===== config.mk =====
export PLATFORM = sky130hd
export DESIGN_NAME = xvc_shift_sched_flat
export DESIGN_NICKNAME = d
export VERILOG_FILES = /design/src/rtl/xvc_shift_sched_if.sv /design/src/rtl/xvc_shift_sched.sv /design/src/flat_wrapper.sv
export SDC_FILE = /design/constraint.sdc
export NUM_CORES = 1
export LEC_CHECK = 0
export ABC_CLOCK_PERIOD_IN_PS = 8900
export BUFFER_PORTS_ARGS = -buffer_cell sky130_fd_sc_hd__buf_2
export CORE_MARGIN = 8
export CORE_UTILIZATION = 32
export CTS_CLUSTER_DIAMETER = 150
export CTS_CLUSTER_SIZE = 28
export DETAILED_ROUTE_END_ITERATION = 8
export PLACE_DENSITY_LB_ADDON = 0.05
export SETUP_SLACK_MARGIN = 0.05
export SLEW_MARGIN = 20
export SYNTH_ARGS = -nofsm -noshare
export SYNTH_HDL_FRONTEND = slang
export SYNTH_SLANG_ARGS = --single-unit

===== constraint.sdc =====
create_clock -name clk_i -period 8.9 [get_ports clk_i]
set_input_delay 0.89 -clock clk_i [delete_from_list [all_inputs] [get_ports clk_i]]
set_output_delay 0.89 -clock clk_i [all_outputs]
set_load 0.01 [all_outputs]

===== src/rtl/xvc_shift_sched_if.sv =====
// xvc_shift_sched_if: command, vector-buffer, result-buffer and shift-engine
// signals of the XVC shift scheduler, bundled so the scheduler and its
// environment connect through one port.
//   slave  : scheduler view
//   master : environment view (front end, buffers, engine)
interface xvc_shift_sched_if #(
    parameter int C_ADDR_W = 6
);
    logic                cmd_valid_i;
    logic                cmd_ready_o;
    logic [31:0]         cmd_nbits_i;
    logic [C_ADDR_W-1:0] rd_addr_o;
    logic [31:0]         rd_tms_i;
    logic [31:0]         rd_tdi_i;
    logic                wr_en_o;
    logic [C_ADDR_W-1:0] wr_addr_o;
    logic [31:0]         wr_data_o;
    logic                eng_en_o;
    logic [31:0]         eng_length_o;
    logic [31:0]         eng_tms_o;
    logic [31:0]         eng_tdi_o;
    logic [31:0]         eng_tdo_i;
    logic                eng_done_i;
    logic                busy_o;
    logic                done_o;
    logic                err_o;

    modport slave (
        input  cmd_valid_i, cmd_nbits_i, rd_tms_i, rd_tdi_i, eng_tdo_i, eng_done_i,
        output cmd_ready_o, rd_addr_o, wr_en_o, wr_addr_o, wr_data_o, eng_en_o,
               eng_length_o, eng_tms_o, eng_tdi_o, busy_o, done_o, err_o
    );

    modport master (
        output cmd_valid_i, cmd_nbits_i, rd_tms_i, rd_tdi_i, eng_tdo_i, eng_done_i,
        input  cmd_ready_o, rd_addr_o, wr_en_o, wr_addr_o, wr_data_o, eng_en_o,
               eng_length_o, eng_tms_o, eng_tdi_o, busy_o, done_o, err_o
    );
endinterface


===== src/rtl/xvc_shift_sched.sv =====
// xvc_shift_sched: splits one XVC shift command into 32-bit chunks, feeds
// each chunk to the JTAG shift engine and stores the captured TDO words.
// Optional feature macro: XVC_SHIFT_TIMEOUT_EN enables an engine-done
// watchdog that aborts the command with an error after C_TIMEOUT_CYCLES.
module xvc_shift_sched #(
    parameter int C_MAX_WORDS      = 64,
    parameter int C_ADDR_W         = 6,
    parameter int C_TIMEOUT_CYCLES = 65535
) (
    input  logic             clk_i,
    input  logic             reset_ni,
    xvc_shift_sched_if.slave bus
);

    localparam logic [2:0] S_IDLE   = 3'd0;
    localparam logic [2:0] S_FETCH  = 3'd1;
    localparam logic [2:0] S_LOAD   = 3'd2;
    localparam logic [2:0] S_KICK   = 3'd3;
    localparam logic [2:0] S_WAIT   = 3'd4;
    localparam logic [2:0] S_STORE  = 3'd5;
    localparam logic [2:0] S_FINISH = 3'd6;

    localparam logic [31:0] MAX_BITS = 32'(C_MAX_WORDS * 32);

    // Engine chunk length: at most one full word of bits.
    function automatic logic [31:0] chunk_len(input logic [31:0] bits_left);
        return (bits_left >= 32'd32) ? 32'd32 : bits_left;
    endfunction

    logic [2:0]          state;
    logic [2:0]          state_nxt;
    logic [31:0]         rem;
    logic [31:0]         rem_after;
    logic [C_ADDR_W-1:0] word;
    logic                err_q;
    logic [31:0]         len_q;
    logic [31:0]         tms_q;
    logic [31:0]         tdi_q;
    logic [31:0]         tdo_q;
    logic                accept;
    logic                timeout_hit;

    assign accept    = bus.cmd_valid_i && (state == S_IDLE);
    assign rem_after = rem - len_q;

`ifdef XVC_SHIFT_TIMEOUT_EN
    logic [31:0] wdog;

    // Watchdog: restarts at each engine kick, counts cycles spent waiting.
    always_ff @(posedge clk_i or negedge reset_ni) begin
        if (!reset_ni)
            wdog <= '0;
        else if (state == S_KICK)
            wdog <= '0;
        else if (state == S_WAIT)
            wdog <= wdog + 32'd1;
    end

    // A done strobe in the final allowed cycle still wins over the abort.
    assign timeout_hit = (state == S_WAIT) && !bus.eng_done_i &&
                         ((wdog + 32'd1) >= 32'(C_TIMEOUT_CYCLES));
`else
    // The watchdog limit has no effect in this build.
    logic unused_timeout;
    assign unused_timeout = (C_TIMEOUT_CYCLES != 0);
    assign timeout_hit    = 1'b0;
`endif

    // Next-state selection for the chunk sequencer.
    always_comb begin
        state_nxt = state;
        case (state)
            S_IDLE: begin
                if (accept) begin
                    if (bus.cmd_nbits_i == 32'd0 || bus.cmd_nbits_i > MAX_BITS)
                        state_nxt = S_FINISH;
                    else
                        state_nxt = S_FETCH;
                end
            end
            S_FETCH:  state_nxt = S_LOAD;
            S_LOAD:   state_nxt = S_KICK;
            S_KICK:   state_nxt = S_WAIT;
            S_WAIT: begin
                if (bus.eng_done_i)
                    state_nxt = S_STORE;
                else if (timeout_hit)
                    state_nxt = S_FINISH;
            end
            S_STORE:  state_nxt = (rem_after == 32'd0) ? S_FINISH : S_FETCH;
            S_FINISH: state_nxt = S_IDLE;
            default:  state_nxt = S_IDLE;
        endcase
    end

    // State register.
    always_ff @(posedge clk_i or negedge reset_ni) begin
        if (!reset_ni)
            state <= S_IDLE;
        else
            state <= state_nxt;
    end

    // Command bookkeeping: bits left, current word and the error flag.
    always_ff @(posedge clk_i or negedge reset_ni) begin
        if (!reset_ni) begin
            rem   <= '0;
            word  <= '0;
            err_q <= 1'b0;
        end else if (accept) begin
            rem   <= bus.cmd_nbits_i;
            word  <= '0;
            err_q <= (bus.cmd_nbits_i > MAX_BITS);
        end else if (state == S_STORE) begin
            rem   <= rem_after;
            word  <= word + C_ADDR_W'(1);
        end else if (timeout_hit) begin
            err_q <= 1'b1;
        end
    end

    // Chunk vectors are loaded from the buffer read data and held until the next LOAD.
    always_ff @(posedge clk_i or negedge reset_ni) begin
        if (!reset_ni) begin
            len_q <= '0;
            tms_q <= '0;
            tdi_q <= '0;
        end else if (state == S_LOAD) begin
            len_q <= chunk_len(rem);
            tms_q <= bus.rd_tms_i;
            tdi_q <= bus.rd_tdi_i;
        end
    end

    // Captured TDO word, taken only when the engine reports done while waited on.
    always_ff @(posedge clk_i or negedge reset_ni) begin
        if (!reset_ni)
            tdo_q <= '0;
        else if (state == S_WAIT && bus.eng_done_i)
            tdo_q <= bus.eng_tdo_i;
    end

    // Outputs decode straight from state so reset clears them without a clock.
    assign bus.cmd_ready_o  = reset_ni && (state == S_IDLE);
    assign bus.busy_o       = (state != S_IDLE);
    assign bus.rd_addr_o    = word;
    assign bus.eng_en_o     = (state == S_KICK) || (state == S_WAIT);
    assign bus.eng_length_o = len_q;
    assign bus.eng_tms_o    = tms_q;
    assign bus.eng_tdi_o    = tdi_q;
    assign bus.wr_en_o      = (state == S_STORE);
    assign bus.wr_addr_o    = word;
    assign bus.wr_data_o    = tdo_q;
    assign bus.done_o       = (state == S_FINISH);
    assign bus.err_o        = (state == S_FINISH) && err_q;

endmodule


===== src/flat_wrapper.sv =====
// flat-port wrapper written by rule: the top's interface ports become plain ports
module xvc_shift_sched_flat 
#(
    parameter int C_MAX_WORDS      = 64,
    parameter int C_ADDR_W         = 6,
    parameter int C_TIMEOUT_CYCLES = 65535
)
  (clk_i, reset_ni, bus_cmd_valid_i, bus_cmd_nbits_i, bus_rd_tms_i, bus_rd_tdi_i, bus_eng_tdo_i, bus_eng_done_i, bus_cmd_ready_o, bus_rd_addr_o, bus_wr_en_o, bus_wr_addr_o, bus_wr_data_o, bus_eng_en_o, bus_eng_length_o, bus_eng_tms_o, bus_eng_tdi_o, bus_busy_o, bus_done_o, bus_err_o);
  xvc_shift_sched_if #(.C_ADDR_W(C_ADDR_W)) bus_i ();
  input  logic clk_i;
  input  logic reset_ni;
  input wire logic [$bits(bus_i.cmd_valid_i)-1:0] bus_cmd_valid_i;
  input wire logic [$bits(bus_i.cmd_nbits_i)-1:0] bus_cmd_nbits_i;
  input wire logic [$bits(bus_i.rd_tms_i)-1:0] bus_rd_tms_i;
  input wire logic [$bits(bus_i.rd_tdi_i)-1:0] bus_rd_tdi_i;
  input wire logic [$bits(bus_i.eng_tdo_i)-1:0] bus_eng_tdo_i;
  input wire logic [$bits(bus_i.eng_done_i)-1:0] bus_eng_done_i;
  output wire logic [$bits(bus_i.cmd_ready_o)-1:0] bus_cmd_ready_o;
  output wire logic [$bits(bus_i.rd_addr_o)-1:0] bus_rd_addr_o;
  output wire logic [$bits(bus_i.wr_en_o)-1:0] bus_wr_en_o;
  output wire logic [$bits(bus_i.wr_addr_o)-1:0] bus_wr_addr_o;
  output wire logic [$bits(bus_i.wr_data_o)-1:0] bus_wr_data_o;
  output wire logic [$bits(bus_i.eng_en_o)-1:0] bus_eng_en_o;
  output wire logic [$bits(bus_i.eng_length_o)-1:0] bus_eng_length_o;
  output wire logic [$bits(bus_i.eng_tms_o)-1:0] bus_eng_tms_o;
  output wire logic [$bits(bus_i.eng_tdi_o)-1:0] bus_eng_tdi_o;
  output wire logic [$bits(bus_i.busy_o)-1:0] bus_busy_o;
  output wire logic [$bits(bus_i.done_o)-1:0] bus_done_o;
  output wire logic [$bits(bus_i.err_o)-1:0] bus_err_o;
  assign bus_i.cmd_valid_i = bus_cmd_valid_i;
  assign bus_i.cmd_nbits_i = bus_cmd_nbits_i;
  assign bus_i.rd_tms_i = bus_rd_tms_i;
  assign bus_i.rd_tdi_i = bus_rd_tdi_i;
  assign bus_i.eng_tdo_i = bus_eng_tdo_i;
  assign bus_i.eng_done_i = bus_eng_done_i;
  assign bus_cmd_ready_o = bus_i.cmd_ready_o;
  assign bus_rd_addr_o = bus_i.rd_addr_o;
  assign bus_wr_en_o = bus_i.wr_en_o;
  assign bus_wr_addr_o = bus_i.wr_addr_o;
  assign bus_wr_data_o = bus_i.wr_data_o;
  assign bus_eng_en_o = bus_i.eng_en_o;
  assign bus_eng_length_o = bus_i.eng_length_o;
  assign bus_eng_tms_o = bus_i.eng_tms_o;
  assign bus_eng_tdi_o = bus_i.eng_tdi_o;
  assign bus_busy_o = bus_i.busy_o;
  assign bus_done_o = bus_i.done_o;
  assign bus_err_o = bus_i.err_o;
  xvc_shift_sched #(.C_MAX_WORDS(C_MAX_WORDS), .C_ADDR_W(C_ADDR_W), .C_TIMEOUT_CYCLES(C_TIMEOUT_CYCLES)) u_core (.clk_i(clk_i), .reset_ni(reset_ni), .bus(bus_i));
endmodule

; ---- After elaboration in Yosys (flattened, before gate mapping)
; Index checks and enable logic that the tools add are counted.
[word_totals]
reg_bits = 170
latch_bits = 0
ramBits = 0
romBits = 0
input_bits = 132
output_inout_bits = 146
wordCells = 42
mem_count = 0
[classes]
add_sub_neg = 2
n_mul = 0
div = 0
magnitude_cmp = 2
eq_ne = 8
shifts = 0
mux = 10
bitwise = 0
reduce_logical = 12
[ops]
columns = op, n
row1 = 2-to-1 mux 32 bit, 3
row2 = logical NOT 32 bit, 2
row3 = "greater-or-equal comparator 32 x 6 -> 1 bit, second input constant", 1
row4 = "greater-than comparator 32 x 12 -> 1 bit, second input constant", 1
row5 = subtractor 32 bit, 1
row6 = one-hot mux 3 bit (6 select lines), 1
row7 = 2-to-1 mux 3 bit, 4
row8 = 2-to-1 mux 6 bit, 2
row9 = "equality test 3 bit, second input constant", 3
row10 = "adder 6 x 1 -> 6 bit, second input constant", 1
row11 = "equality test 3 x 2 -> 1 bit, second input constant", 2
row12 = logical AND 1 bit, 4
row13 = "equality test 3 x 1 -> 1 bit, second input constant", 1
row14 = logical NOT 3 bit, 1
row15 = nonzero test 3 bit, 1
row16 = logical OR 1 bit, 2
row17 = "inequality test 2 x 1 -> 1 bit, second input constant", 1
row18 = "inequality test 2 bit, second input constant", 1
row19 = AND reduction 2 bit, 1
row20 = nonzero test 2 bit, 1

; ---- Logic depth before layout (Yosys ltp)
; Gate-level depths: netlist (run 1).
[depth]
depth_word = 5
ltp_mapped = 12
mapped_depth_nobuf = 12

; ---- Worst setup path before layout (run 1)
; No wires, ideal clock.
[synth_timing]
path_type = register -> register
from = reg u_core.len_q[0], in the netlist u_core.bus.eng_length_o[0]
to = reg u_core.state[0]
setup_time_ns = 0.124
t_arrival_ns = 3.057
required_ns = 8.776
setup_slack_ns = 5.719
path_stages_with_launch = 12
path_buffers = 0
period_less_slack_ns = 3.181
cell_sequence = dfrtp_1 > ha_1 > fa_1 > nand2b_1 > a211oi_2 > o21ai_0 > a211o_1 > o311ai_0 > o211a_1 > nand4_1 > or4_4 > a211o_1
[synth_between]
elab_chain_cells = 4
[synth_lines]
columns = element, line_no
row1 = start: declaration, xvc_shift_sched.sv:36  ; logic [31:0] len_q;
row2 = start signal: assignment, xvc_shift_sched.sv:129  ; len_q <= chunk_len(rem);
row3 = subtractor 32 bit, xvc_shift_sched.sv:44  ; assign rem_after = rem - len_q;
row4 = logical NOT 32 bit, xvc_shift_sched.sv:90  ; S_STORE: state_nxt = (rem_after == 32'd0) ? S_FINISH : S_FETCH;
row5 = 2-to-1 mux 3 bit, xvc_shift_sched.sv:90
row6 = one-hot mux 3 bit (6 select lines), xvc_shift_sched.sv:72  ; case (state)
row7 = end signal: assignment, xvc_shift_sched.sv:101  ; state <= state_nxt;
row8 = end: declaration, xvc_shift_sched.sv:30  ; logic [2:0] state;
; No other way between the ends.
; A chain may end at the register's enable or synchronous reset.

; ---- Worst setup path in the final report (run 1)
[layout_timing]
from = reg u_core.len_q[7], in the netlist u_core.bus.eng_length_o[7]
to = reg u_core.state[0]
; Same word-level chain as after synthesis.

==> results.py, run 1 <==
metrics = {
    "setup_path": {
        "critPathCaptureType": "flop",
        "path_common_cell": "a21oi_1",
        "critPathTopFamily": "compound AO/OA/AOI/OAI gates",
        "startpoint_type": "flop",
        "path_buf_inv": 1,
        "criticalPathCategory": "flop to flop",
        "cp_cell_sequence": "inv_1, ha_1, a21oi_1, nand2_1, o21ai_0, a21oi_1, o311ai_0, o211a_1, nand4_1, or4_4, a211o_1",
        "crit_path_max_incr_delay_ns": 0.72,
        "required_ns": 9.21,
        "cpMaxStageDelayCell": "o311ai_0",
        "crit_arrival_ns": 4.19,
        "crit_fanout": 5,
    },
    "final_layout": {
        "drive_gt1_frac": 0.301,
        "utilization": 0.409,
        "seq_area_um2": 4250,
        "fin_nets": 1368,
        "multi_input_comb_area_um2": 4060,
        "num_antenna_cells": 0,
        "fillers": 2751,
        "area_growth_pct": 26.4,
    },
    "clock_network": {
        "post-cts-setup-buffers": 0,
        "cts_tree": "done",
        "cts.sinks": 170,
        "hold_buffers": 0,
        "clk_latency_ns": 0.43,
        "cts_made_buffers": 17,
        "cts_root_buffer": "clkbuf_16",
        "cts_resized": 0,
        "clk_pin_slew_worst_paths_ns": 0.08,
        "cts.htree.levels": 4,
        "clockBufferDepth": 2,
    },
    "outcome": {
        "status": "complete, no violations",
    },
    "place": {
        "gp_congestion": 0.876,
        "numPortBuffers": 277,
        "hpwl_um": 21900,
    },
    "synthesis": {
        "syn_nets": 1113,
        "synth_most_common_cell": "nand2_1",
        "synthTopCellsByCount": "250 x nand2_1, 170 x dfrtp_1, 61 x nor2_1",
        "synthFlopType": "dfrtp_1",
        "synth.avg_cell_area_um2": 9.15,
        "synth_edf_count": 0,
        "synth_async_sr_flop_share": 1.00,
        "yosysSeqAreaShare": 0.491,
        "ys_ff_latch": 170,
        "syn_inst": 948,
        "synth_top_cell_area_share": 0.491,
        "synthTopCellsByArea": "dfrtp_1 49%, nand2_1 11%, ha_1 4.6%",
        "ys_types": 65,
        "syn_area_um2": 8670,
        "yosysWarnings": 0,
        "yosysTopAreaCell": "dfrtp_1",
    },
    "timing": {
        "period_share": 0.437,
        "fin_tns_setup_ns": 0,
        "fin_worst_skew_ns": 0.0109,
        "drv_slew": 0,
        "tightestPinTransition_ns": 0.883,
        "finalSetupViolCount": 0,
        "hold_viol": 0,
        "period_needed_ns": 3.89,
        "rsz0062_at_grt": "false",
        "slew_headroom": 0.411,
        "max_freq_ghz": 0.257,
    },
    "drt": {
        "finalWirelength_um": 29100,
        "ant_nets": 0,
        "wl_per_cell_um": 18.7,
        "vias": 7764,
        "drtIter0Drc": 452,
        "drc": 0,
        "drt-vias-per-instance": 4.99,
        "dr.pass1.iters": 4,
    },
    "grt": {
        "antenna_found_initial": 3,
        "grt_max_degree": 80,
        "grt_overflow": 0,
        "grt_usage": 0.176,
        "grt_pass1_wl_um": 45800,
        "grt_pass1_vias": 7977,
    },
    "power": {
        "power.density_nw_per_um2": 383,
        "ir_worst_vdd_uv": 120,
        "p_leak_nw": 5.51,
    },
    "min_path": {
        "hold_class": "input pin to asynchronous set/reset pin",
    },
    "floorplan": {
        "die-area_um2": 32600,
        "die_h_um": 181,
        "ios": 278,
        "die_x_um": 181,
        "initial_utilization": 0.323,
        "num_rows": 60,
        "coreArea_um2": 26800,
    },
    "run": {
        "maxCapViolCount": 0,
    },
}
layer usage:
layer | global-route usage | part of all wire | up-vias
li1 | - | - | 3770
met1 | 0.233 | 0.46 | 3705
met2 | 0.278 | 0.46 | 249
met3 | 0.0534 | 0.067 | 34
met4 | 0.0427 | 0.014 | 6
met5 | 0 | 0.0012 | -
worst reg2reg max path, delay by kind of cell, from the launching register on:
| family | cells | cell delay, ns |
|---|---|---|
| simple gates | 3 | 0.80 |
| flops | 1 | 0.35 |
| fa+ha+maj | 1 | 0.37 |
| buf+inv | 1 | 0.07 |
| compound gates | 6 | 2.18 |
worst paths after layout:
kind | start | to | slack, ns | cells past startpoint
worst max-delay path | u_core.bus.eng_length_o[7] | u_core.state[0] | 5.01 | 11
worst min-delay path | reset_ni | u_core.bus.eng_length_o[21] | 0.40 | 1
worst max register to register | u_core.bus.eng_length_o[7] | u_core.state[0] | 5.01 | 11
worst min register to register | u_core.bus.eng_tms_o[14] | u_core.bus.eng_tms_o[14] | 0.47 | 2
max in group asynchronous | reset_ni | u_core.bus.wr_data_o[15] | 7.29 | 2
min in group clk_i | u_core.bus.eng_tms_o[14] | u_core.bus.eng_tms_o[14] | 0.47 | 2
sequential cells by signal, summed over array words and instances, names as in the netlist:
name and flops:
u_core.bus.rd_addr_o 6, u_core.err_q 1, u_core.bus.eng_tms_o 32, u_core.rem 32, u_core.bus.eng_length_o 32, u_core.bus.eng_tdi_o 32, u_core.state 3, u_core.bus.wr_data_o 32
layout make-up:
| cell class | instances | share of cell area |
|---|---|---|
| clock buffer | 17 | 0.0388 |
| clock inverter | 14 | 0.0166 |
| inverter | 41 | 0.0140 |
| multi-input combinational | 687 | 0.370 |
| sequential | 170 | 0.388 |
| tap | 341 | 0.0389 |
| timing repair buffer | 286 | 0.133 |
per-stage QoR:
| step | area [um2] | cells | setup slack (ns) | hold WS [ns] | power, mW |
|---|---|---|---|---|---|
| CTS | 11000 | 1556 | 5.05 | 0.418 | 4.24 |
| detailed placement | 10400 | 1525 | 5.09 | 0.457 | 3.44 |
| global route | 11000 | 1556 | 4.78 | 0.437 | 4.53 |
| global placement | 10400 | 1525 | 5.19 | 0.454 | 3.45 |
| floorplan | 8670 | 948 | 5.72 | 0.476 | 2.68 |
| finish | 11000 | 1556 | 5.01 | 0.397 | 4.20 |
cells in the final DEF (no fill, tap or decap), types with 6 or more instances in the layout:
| master | synthesis | routed |
|---|---|---|
| nand2_1 | 250 | 250 |
| and2_1 | 9 | 9 |
| nor3_1 | 9 | 8 |
| buf_2 | 5 | 276 |
| xor2_1 | 15 | 15 |
| a221o_1 | 6 | 6 |
| nand2b_1 | 8 | 8 |
| o21ai_0 | 49 | 49 |
| xnor2_1 | 11 | 11 |
| a22oi_1 | 27 | 27 |
| nand3_1 | 17 | 17 |
| clkbuf_16 | 0 | 17 |
| buf_4 | 7 | 9 |
| a211oi_1 | 8 | 8 |
| dfrtp_1 | 170 | 170 |
| inv_1 | 41 | 41 |
| nor4_1 | 15 | 15 |
| ha_1 | 32 | 32 |
| mux2_2 | 32 | 32 |
| a21oi_1 | 44 | 44 |
| nand4_1 | 12 | 12 |
| nor2_1 | 61 | 60 |
cells by family (layout without fill, tap and decap cells):
logic type | count (synthesis) | in the layout | synth area share
compound gates | 186 | 186 | 0.143
buf+inv | 91 | 358 | 0.0432
simple gates | 407 | 407 | 0.204
flops | 170 | 170 | 0.491
mux | 35 | 35 | 0.0450
fa+ha+maj | 33 | 33 | 0.0485
xor+xnor | 26 | 26 | 0.0263
power by group:
| part | internal (mW) | switching [mW] | total, mW |
|---|---|---|---|
| combinational | 0.819 | 1.33 | 2.15 |
| clock | 0.404 | 0.375 | 0.779 |
| sequential | 1.08 | 0.191 | 1.27 |
| total | 2.30 | 1.90 | 4.20 |
Power figures use the tool's default switching activity.
==> run 2: changes to the inputs <==
Settings changed: ABC_AREA from default to 1, ABC_CLOCK_PERIOD_IN_PS 8900 to 3900.
Clock period 8.9 ns to 3.9 ns, I/O delays scaled along.
==> run 2 against run 1 <==
Sequential cell count is the same. Worst hold slack lost 0.26 ns. Non-clock buffer count shrank 2. Via count grew 14%.
==> results.py, run 2 <==
metrics = {
    "synthesis": {
        "yosysTopAreaCell": "dfrtp_1",
        "synth_top_family_by_area": "simple AND/OR/NAND/NOR gates",
        "synthTopCellsByCount": "567 x nand2_1, 214 x inv_1, 170 x dfrtp_1",
        "synth_fa_ha_area_frac": 0.0438,
        "synth_top_cell_area_share": 0.443,
        "synth-simple-area-share": 0.329,
        "synthFlopType": "dfrtp_1",
        "syn_nets": 1480,
        "ys_types": 36,
        "synth_compound_area_frac": 0.0370,
        "ys_ff_latch": 170,
        "muxShareOfSynthArea": 0.0375,
        "synthTopCellsByArea": "dfrtp_1 44%, nand2_1 22%, inv_1 8.4%",
        "yosysWarnings": 0,
        "synth_async_sr_flop_share": 1.00,
        "synth_edf_count": 0,
        "synth_most_common_cell": "nand2_1",
        "syn_inst": 1315,
        "yosysSeqAreaShare": 0.443,
        "synthXorXnorAreaFrac": 0.00365,
        "synth.avg_cell_area_um2": 7.30,
        "syn_area_um2": 9600,
    },
    "clock_network": {
        "post-cts-setup-buffers": 0,
        "clk_latency_ns": 0.45,
        "cts.htree.levels": 4,
        "cts_made_buffers": 17,
        "clk_pin_slew_worst_paths_ns": 0.07,
        "cts_root_buffer": "clkbuf_16",
        "clockBufferDepth": 2,
        "hold_buffers": 1,
        "cts.sinks": 170,
        "cts_tree": "done",
        "cts_resized": 0,
    },
    "floorplan": {
        "coreArea_um2": 29600,
        "num_rows": 63,
        "initial_utilization": 0.325,
        "die_h_um": 189,
        "die_x_um": 189,
        "ios": 278,
        "die-area_um2": 35800,
    },
    "setup_path": {
        "crit_path_max_incr_delay_ns": 0.41,
        "required_ns": 4.27,
        "startpoint_type": "flop",
        "critPathCaptureType": "flop",
        "criticalPathCategory": "flop to flop",
        "crit_fanout": 3,
        "crit_arrival_ns": 3.12,
        "cp_cell_sequence": "ha_1, fa_1, inv_1, nand3_1, nand2_2, nand3_1, nand3_2, nand2_1, nand3_1, nand2_1, nor2_1, nand2_1, nor2_1, nand4_1, nand2_1, nand2_1, nand2_1",
        "cpMaxStageDelayCell": "fa_1",
        "path_common_cell": "nand2_1",
        "ff2ff_path_depth": 17,
    },
    "timing": {
        "max_freq_ghz": 0.363,
        "hold_viol": 0,
        "fin_worst_skew_ns": 0.0226,
        "finalSetupViolCount": 0,
        "period_needed_ns": 2.75,
        "drv_slew": 0,
        "finalWorstSetupSlack_ns": 1.15,
        "tightestPinTransition_ns": 0.852,
        "slew_headroom": 0.431,
        "period_share": 0.706,
        "rsz0062_at_grt": "false",
        "fin_tns_setup_ns": 0,
    },
    "drt": {
        "wl_per_cell_um": 16.1,
        "drc": 0,
        "ant_nets": 0,
        "vias": 8880,
        "drt-vias-per-instance": 4.47,
        "finalWirelength_um": 31900,
        "dr.pass1.iters": 5,
        "drtIter0Drc": 404,
    },
    "final_layout": {
        "final_cell_mix": "567 x nand2_1, 276 x buf_2, 213 x inv_1, 170 x dfrtp_1, 59 x nor2_1",
        "fin_nets": 1746,
        "drive_gt1_frac": 0.252,
        "mostFrequentLayoutCell": "nand2_1",
        "area_growth_pct": 24.7,
    },
    "place": {
        "hpwl_um": 24700,
        "gp_congestion": 0.882,
        "numPortBuffers": 277,
        "pre_cts_ws_ns": 1.18,
    },
    "grt": {
        "use_met3": 0.0552,
        "grt_pass1_wl_um": 51000,
        "grt_usage": 0.180,
        "antenna_found_initial": 3,
        "grt_max_degree": 105,
        "use_met1": 0.221,
        "grt-busiest-layer": "met2",
        "gr-usage-met2": 0.298,
        "grt_overflow": 0,
        "grt_pass1_vias": 9327,
    },
    "run": {
        "maxCapViolCount": 0,
    },
    "outcome": {
        "status": "complete, no violations",
    },
    "power": {
        "p_total_mw": 10.1,
        "ir_worst_vdd_uv": 372,
        "power.density_nw_per_um2": 845,
        "p_leak_nw": 7.06,
    },
    "min_path": {
        "whs_path_depth": 3,
        "hold_class": "input pin to flop",
    },
}
## run 2: worst max-delay path, delay by kind of cell, from the launching register on
| kind | cells | cell delay, ns |
|---|---|---|
| and+or+nand+nor | 14 | 1.49 |
| buffers and inverters | 1 | 0.14 |
| DFF | 1 | 0.40 |
| adders and majority gates | 2 | 0.65 |
## run 2: through the flow
stage | util | instances | hold slack (ns) | cell area [um2]
after floorplan | - | 1315 | 0.0944 | 9600
after global placement | 0.385 | 1951 | 0.437 | 11400
after detailed placement | 0.385 | 1951 | 0.440 | 11400
after CTS | 0.405 | 1984 | 0.121 | 12000
after global routing | 0.405 | 1984 | 0.122 | 12000
final | 0.405 | 1985 | 0.137 | 12000
## run 2: kinds of logic after synthesis
kind of cell / count (synthesis)
XOR/XNOR: 4
AO/OA/AOI/OAI: 55
buffers and inverters: 262
multiplexers: 32
AND/OR/NAND/NOR: 759
flip-flops: 170
adder cells (fa/ha/maj): 33
## run 2: routing by layer
layer / vias to the layer above / routed length (um)
li1: 4542 / -
met1: 4084 / 14000
met2: 210 / 15100
met3: 38 / 2010
met4: 6 / 668
met5: - / 35
## run 2: area by class of cell
cell class	instances	area, um2
inverter	225	846
fill	3192	17600
clock buffer	18	429
antenna	1	2.50
sequential	170	4250
multi-input combinational	883	4340
tap	390	488
clock inverter	14	141
timing repair buffer	284	1460
## run 2: where the power goes
part | switching, mW | total, mW | leakage, nW | internal, mW
combinational | 3.56 | 5.51 | 4.65 | 1.94
sequential | 0.421 | 2.89 | 2.14 | 2.47
clock | 0.814 | 1.71 | 0.280 | 0.897
total | 4.80 | 10.1 | 7.06 | 5.31
## run 2: final timing paths
path	from	to	slack, ns
setup reg to reg	u_core.bus.eng_length_o[0]	u_core.state[2]	1.15
hold reg to reg	u_core.bus.eng_tms_o[31]	u_core.bus.eng_tms_o[31]	0.47
max in group asynchronous	reset_ni	u_core.rem[18]	2.33
setup / recovery	u_core.bus.eng_length_o[0]	u_core.state[2]	1.15
min in group asynchronous	reset_ni	u_core.bus.eng_length_o[16]	0.51
hold / removal	bus_rd_tdi_i[8]	u_core.bus.eng_tdi_o[8]	0.14
==> run 3: changes to the inputs <==
Settings changed: ABC_AREA 1 to 0, ABC_CLOCK_PERIOD_IN_PS 3900 to 2350.
Clock period 3.9 ns to 2.35 ns, I/O delays scaled along.
==> run 3 against run 2 <==
The flow now finishes with violations (setup timing). Maximum frequency decreased by 15%. Sequential share of layout area decreased by 5.1 points. Setup slack got worse by 2.1 ns. Critical path type unchanged. Critical endpoint is now u_core.state[0].
==> results.py, run 3 (synthesis results as in run 1) <==
metrics = {
    "grt": {
        "grt_max_degree": 90,
        "use_met1": 0.244,
        "use_met3": 0.0548,
        "grt_pass1_wl_um": 51100,
        "grt_pass1_vias": 9379,
        "grt-busiest-layer": "met2",
        "gr-usage-met2": 0.324,
        "antenna_found_initial": 0,
        "grt_overflow": 0,
        "grt_usage": 0.194,
    },
    "final_layout": {
        "seq_area_um2": 4250,
        "instances_no_fill": 1837,
        "drive_gt1_frac": 0.459,
        "multi_input_comb_area_um2": 4710,
        "mostFrequentLayoutCell": "buf_2",
        "num_antenna_cells": 0,
        "area_growth_pct": 61.2,
        "fillers": 2530,
        "final_cell_mix": "276 x buf_2, 244 x nand2_1, 211 x buf_4, 170 x dfrtp_1, 63 x dlygate4sd3_1",
        "fin_nets": 1649,
    },
    "clock_network": {
        "cts.sinks": 170,
        "cts_tree": "done",
        "cts.htree.levels": 4,
        "clockBufferDepth": 2,
        "cts_root_buffer": "clkbuf_16",
        "clk_latency_ns": 0.43,
        "clk_pin_slew_worst_paths_ns": 0.07,
        "cts_made_buffers": 17,
    },
    "run": {
        "maxCapViolCount": 0,
    },
    "outcome": {
        "violations": "setup timing",
        "status": "finished, violations left",
    },
    "timing": {
        "finalWorstSetupSlack_ns": -0.908,
        "rsz0062_at_grt": "true",
        "fin_tns_setup_ns": -4.11,
        "period_needed_ns": 3.26,
        "tightestPinTransition_ns": 0.995,
        "period_share": 1.39,
        "drv_slew": 0,
        "finalSetupViolCount": 12,
        "fin_worst_skew_ns": 0.00905,
        "slew_headroom": 0.336,
        "max_freq_ghz": 0.307,
        "hold_viol": 0,
    },
    "place": {
        "numPortBuffers": 277,
        "dp.cells": 1716,
        "pre_cts_ws_ns": -1.14,
        "hpwl_um": 23400,
        "gp_congestion": 0.868,
    },
    "drt": {
        "wl_per_cell_um": 17.3,
        "drtIter0Drc": 452,
        "finalWirelength_um": 31800,
        "vias": 8806,
        "dr.pass1.iters": 5,
        "ant_nets": 0,
        "drt-vias-per-instance": 4.79,
        "drc": 0,
    },
    "setup_path": {
        "critPathTopFamily": "compound AO/OA/AOI/OAI gates",
        "criticalPathCategory": "flop to flop",
        "critPathCaptureType": "flop",
        "crit_path_max_incr_delay_ns": 0.46,
        "ff2ff_setup_slack_ns": -0.91,
        "crit_arrival_ns": 3.58,
        "path_buf_inv": 1,
        "cp_cell_sequence": "ha_4, fa_2, nand2b_4, a211oi_4, buf_6, o211ai_1, o311a_1, nand3_2, o211a_1, nand4_1, or4_4, a211o_1",
        "startpoint_type": "flop",
        "cpMaxStageDelayCell": "or4_4",
        "required_ns": 2.67,
        "crit_fanout": 6,
        "r2r_end": "u_core.state[0]",
        "ff2ff_path_depth": 12,
        "r2r-start": "u_core.bus.eng_length_o[0]",
    },
    "min_path": {
        "hold_class": "input pin to flop",
        "whs_path_depth": 3,
        "hold_end": "u_core.bus.eng_tms_o[1]",
        "min_from": "bus_rd_tms_i[1]",
    },
    "floorplan": {
        "coreArea_um2": 26800,
        "initial_utilization": 0.323,
        "num_rows": 60,
        "die-area_um2": 32600,
        "die_x_um": 181,
        "ios": 278,
        "die_h_um": 181,
    },
    "power": {
        "internal-power_mw": 11.9,
        "swShare": 0.421,
        "netSwitchingPower_mw": 8.65,
        "pwr-share-seq": 0.229,
        "comb_power_share": 0.626,
        "clock_power_share": 0.144,
        "p_leak_nw": 6.98,
        "power.density_nw_per_um2": 1470,
        "ir_worst_vdd_uv": 554,
    },
}
[run 3: worst max-delay path by stage]
stage,startpoint,to,depth (start not counted)
floorplan,u_core.bus.eng_length_o[0],u_core.state[0],11
global placement,u_core.bus.eng_length_o[18],u_core.state[0],12
detailed placement,u_core.bus.eng_length_o[5],u_core.state[0],12
CTS,u_core.rem[11],u_core.state[0],10
global route,u_core.bus.eng_length_o[8],u_core.state[0],11
finish,u_core.bus.eng_length_o[0],u_core.state[0],12
[run 3: layout make-up]
type,count,area share
Tap cell,341,0.0305
Inverter,41,0.0110
Clock inverter,14,0.0131
Sequential cell,170,0.304
Clock buffer,17,0.0304
Timing Repair Buffer,567,0.274
Multi-Input combinational cell,687,0.337
[run 3: metrics by stage]
stage | power, mW | area, um2 | util | hold slack, ns
after floorplan | 10.3 | 8720 | - | -0.0606
after global placement | 15.8 | 11900 | 0.443 | 0.374
after detailed placement | 15.8 | 11900 | 0.443 | 0.377
after CTS | 19.9 | 13600 | 0.508 | 0.00170
after global routing | 22.1 | 14000 | 0.521 | 0.0175
final | 20.5 | 14000 | 0.521 | 0.0128
[run 3: what timing repair did]
action                                 CTS  global route
pin swaps                               39            40
setup endpoints to repair               23            23
resized for setup                       75            76
hold buffers                            63             0
cloned                                   0             0
setup buffers                           22            11
endpoints found under the hold margin  232             0
[run 3: worst register-to-register path, delay by kind of cell (launching register included)]
family,cells,cell delay (ns)
buffers and inverters,1,0.17
AOI/OAI and AO/OA,5,1.17
DFF,1,0.42
adders and majority gates,2,0.56
and+or+nand+nor,4,0.83
[run 3: per-layer routing]
layer | part of all wire | wire length [um]
met3 | 0.064 | 2030
met2 | 0.48 | 15300
met1 | 0.44 | 13900
met4 | 0.017 | 537
met5 | 0 | 0
[run 3: power groups by stage]
stage / Clock (mW) / Sequential, mW / Combinational, mW
after floorplan: 0 / 5.12 / 5.14
after global placement: 0 / 4.68 / 11.2
after detailed placement: 0 / 4.71 / 11.1
after CTS: 3.05 / 4.71 / 12.1
after global routing: 3.14 / 4.88 / 14.1
final: 2.96 / 4.71 / 12.9
